==> src/rtl/duty_sel_ctrl.sv <==
// Debounced up/down push-button front end driving the 2-bit duty_sel code.
// Define DUTY_SEL_WRAP_EN for wrap-around stepping; the default build saturates at 00 and 11.
module duty_sel_ctrl #(
    parameter int          CLK_FREQ    = 100_000_000,
    parameter int          DEBOUNCE_MS = 10,
    parameter logic [1:0]  RESET_SEL   = 2'b01
) (
    input  logic       clk,
    input  logic       reset_n,
    input  logic       btn_up_n,
    input  logic       btn_down_n,
    output logic [1:0] duty_sel,
    output logic       duty_changed,
    output logic [1:0] btn_db
);

    localparam int DEBOUNCE_CYCLES = CLK_FREQ / 1000 * DEBOUNCE_MS;
    localparam int CNT_W = (DEBOUNCE_CYCLES > 1) ? $clog2(DEBOUNCE_CYCLES) : 1;
    localparam logic [CNT_W-1:0] CNT_MAX = CNT_W'(DEBOUNCE_CYCLES - 1);

    // Index 1 is the up button, index 0 the down button; all levels active-low.
    logic [1:0]       raw_n;
    logic [1:0]       s1;
    logic [1:0]       s2;
    logic [1:0]       stable;
    logic [CNT_W-1:0] cnt [2];
    logic [1:0]       press;
    logic [1:0]       sel_next;

    assign raw_n  = {btn_up_n, btn_down_n};
    assign btn_db = ~stable;

    always_ff @(posedge clk or negedge reset_n) begin
        if (!reset_n) begin
            s1     <= 2'b11;
            s2     <= 2'b11;
            stable <= 2'b11;
            for (int i = 0; i < 2; i++) cnt[i] <= '0;
        end else begin
            s1 <= raw_n;
            s2 <= s1;
            for (int i = 0; i < 2; i++) begin
                if (s2[i] == stable[i]) begin
                    cnt[i] <= '0;
                end else if (cnt[i] == CNT_MAX) begin
                    stable[i] <= s2[i];
                    cnt[i]    <= '0;
                end else begin
                    cnt[i] <= cnt[i] + CNT_W'(1);
                end
            end
        end
    end

    // A press is the released-to-pressed commit happening on this very edge,
    // so duty_sel moves on the same edge as stable and btn_db.
    always_comb begin
        for (int i = 0; i < 2; i++) begin
            press[i] = stable[i] && !s2[i] && (cnt[i] == CNT_MAX);
        end
    end

    always_comb begin
        sel_next = duty_sel;
        if (press[1] && !press[0]) begin
`ifdef DUTY_SEL_WRAP_EN
            sel_next = duty_sel + 2'd1;
`else
            if (duty_sel != 2'b11) sel_next = duty_sel + 2'd1;
`endif
        end else if (press[0] && !press[1]) begin
`ifdef DUTY_SEL_WRAP_EN
            sel_next = duty_sel - 2'd1;
`else
            if (duty_sel != 2'b00) sel_next = duty_sel - 2'd1;
`endif
        end
    end

    always_ff @(posedge clk or negedge reset_n) begin
        if (!reset_n) begin
            duty_sel     <= RESET_SEL;
            duty_changed <= 1'b0;
        end else begin
            duty_sel     <= sel_next;
            duty_changed <= (sel_next != duty_sel);
        end
    end

endmodule
==> config.mk <==
export PLATFORM = sky130hd
export DESIGN_NAME = duty_sel_ctrl
export DESIGN_NICKNAME = d
export VERILOG_FILES = /design/src/rtl/duty_sel_ctrl.sv
export SDC_FILE = /design/constraint.sdc
export NUM_CORES = 1
export LEC_CHECK = 0
export CORE_AREA = 5 5 65 91
export CTS_CLUSTER_SIZE = 24
export DETAILED_ROUTE_END_ITERATION = 7
export DIE_AREA = 0 0 70 96
export GPL_ROUTABILITY_DRIVEN = 0
export GPL_TIMING_DRIVEN = 0
export PLACE_DENSITY = 0.77
export SYNTH_ARGS = -nofsm -noshare
export SYNTH_HDL_FRONTEND = slang
export SYNTH_SLANG_ARGS = --single-unit
==> constraint.sdc <==
create_clock -name clk -period 2.13 [get_ports clk]
set_input_delay 0.213 -clock clk [delete_from_list [all_inputs] [get_ports clk]]
set_output_delay 0.213 -clock clk [all_outputs]
set_load 0.01 [all_outputs]
==> metrics.txt <==
Post-Route WL 4.30 mm; commonest non-fill, non-tap cell in the layout nor2_1; Fmax 523 MHz; Rel. slew slack 0.708; pins over their slew limit 0; Distinct cells, synth 38; initial core utilization 0.480; worst-skew pair later-pin latency 300 ps; yosys warns 0; Pwr Total 1.71 mW; Die Y 96 um; standard-cell row count 31; clock skew 3.51 ps; synthesized area per cell 9.91 um2; Leak 1.08 nW; r2r setup slk 220 ps; Die X 70 um; CTS Root Cell clkbuf_8; Total Routing Usage GR 0.142; Switching Fraction 0.210; Post-DP Area 2600 um2; # H-tree levels 2; Reg clk slew, reported paths 90 ps; Ports 9; DR DRC count 0; Hold Crit Class in2reg; Tcrit/Tclk final 0.898; Antenna Violating Nets Remaining 0; via count 1681; clk sinks 49; Clock Path Buffers 2; Finished Cell Area 2730 um2; Setup Crit Path Kind reg2reg; final setup violation count 0; Overflow after GRT 0; Flop pwr share 0.559; Antenna Diode Count 0; WL/cell 13.1 um; vias in the first global route 1743; CTS tree done; Detailed Routing Iterations Pass 1 4; Die Area 6720 um2; Final Net Count 269; VDD IR max 0.000511 V; Max Fanout on Critical Path 4; final number of hold-violating endpoints 0; sequential area share after synthesis 0.511; most frequent cells in the layout nor2_1 (48), dfrtp_1 (42), xnor2_1 (25); outcome completed; initial antenna violation count 0; first-pass GRT wire length 7.70 mm; Mapped Cells 244; layout cells sized above 1 0.130; FF+latch count, synth 49; Comb power frac 0.037; setup_tns 0 ps; drt via density 5.13; buffers added on ports 8; Final HPWL DP 3.16 mm; Worst Setup Start Kind flip-flop; final hold slack 312 ps; Pint 1.35 mW; total CTS buffers 5; Post-CTS Setup Bufs 0; WP data arrival 2140 ps; Tightest Pin Transition 432 ps; Core Area 5040 um2; Synthesized Nets 252; switching power 360 uW; mapped cell area 2420 um2; largest net degree at the start of global routing 36; P per Cell Area 628 nW/um2; max-cap viol count 0; Clock power frac 0.404; Worst EP required 2350 ps; area delta synth->final 12.7%; Crit. End Element flip-flop; RSZ-0062 raised after global routing no; drt initial violations 88; Tmin final 1910 ps
==> cells in the mapped netlist <==
cell type   n  area (um2)
nor2_1     48         180
dfrtp_1    42        1050
xnor2_1    25         219
inv_1      16        60.1
nand2_1    16        60.1
nand3_1    13        65.1
nor3_1     11        55.1
xor2_1     10        87.6
dfstp_2     7         184
nand4_1     7        43.8
o21ai_0     5        25.0
and4_1      4        35.0
ha_1        4        50.1
nor4_1      4        25.0
buf_2       3        15.0
or3_1       3        18.8
a211oi_2    2        25.0
and3_2      2        15.0
clkbuf_1    2        7.51
nand2b_1    2        12.5
a21oi_1     1        5.00
a221oi_2    1        15.0
and2_1      1        6.26
and2_2      1        7.51
and2b_1     1        7.51
and4_2      1        10.0
mux2i_1     1        10.0
nand4b_1    1        8.76
nor2b_1     1        6.26
nor4_2      1        12.5
nor4_4      1        21.3
nor4b_1     1        8.76
nor4b_2     1        15.0
o211a_4     1        17.5
o21bai_1    1        7.51
o31ai_1     1        7.51
or2_2       1        6.26
or4_4       1        11.3
==> worst max-delay path: stages (launching register included) <==
cell and delay, ps:
dfrtp_1 430, or4_4 570, nor4_4 360, a211oi_2 170
a211oi_2 260, a221oi_2 50
==> layer usage <==
| layer | up-vias | wire length, um | global-route usage |
|---|---|---|---|
| li1 | 847 | - | - |
| met1 | 819 | 1850 | 0.154 |
| met2 | 10 | 2330 | 0.280 |
| met3 | 5 | 77 | 0.0282 |
| met4 | 0 | 41 | 0.0335 |
| met5 | - | 0 | 0 |
==> kinds of logic after synthesis <==
kind of cell	after synthesis	share of synthesized area
AND/OR/NAND/NOR	122	0.261
flip-flops	49	0.511
XOR/XNOR	35	0.127
buffers and inverters	21	0.0341
AO/OA/AOI/OAI	12	0.0424
adder cells (fa/ha/maj)	4	0.0207
multiplexers	1	0.00414
==> per-stage QoR <==
stage | instances | setup slack (ps) | util
2_1_floorplan | 244 | 366 | -
3_3_place_gp | 318 | -548 | 0.512
3_5_place_dp | 319 | 184 | 0.515
4_1_cts | 328 | 171 | 0.540
5_1_grt | 328 | 34.8 | 0.540
6_report | 328 | 218 | 0.540
==> state kept, by name, summed over array words and instances, names as in the netlist <==
register / cells
duty_sel: 2
s1: 2
stable: 2
duty_changed: 1
s2: 2
cnt: 40
==> final timing paths <==
kind | start | endpoint | depth (start not counted)
hold reg to reg | s1[1] | s2[1] | 0
hold / removal | btn_down_n | s1[0] | 1
setup / recovery | cnt[13] | duty_sel[0] | 5
max in group asynchronous | reset_n | stable[0] | 3
min in group asynchronous | reset_n | cnt[5] | 2
setup reg to reg | cnt[13] | duty_sel[0] | 5
==> final cells by class <==
class / instances / area [um2]
buffer: 5 / 25.0
fill: 456 / 2320
inverter: 16 / 60.1
multi-input combinational: 174 / 1100
clock buffer: 7 / 86.3
timing repair buffer: 10 / 105
clock inverter: 1 / 30.0
sequential: 49 / 1230
tap: 66 / 82.6
==> power groups by stage <==
stage / combinational, mW / clock, mW / sequential [mW]
floorplan: 0.0283 / 0 / 0.972
global placement: 0.0586 / 0 / 0.974
detailed placement: 0.0641 / 0 / 0.975
CTS: 0.0664 / 0.711 / 0.957
global route: 0.0754 / 0.745 / 0.959
finish: 0.0637 / 0.691 / 0.957
==> what timing repair did <==
action	CTS	global route
setup endpoints to repair	0	2
gates resized for setup	0	4
hold buffers	1	0
hold endpoints to repair	11	0
(Power assumes the default switching activity.)
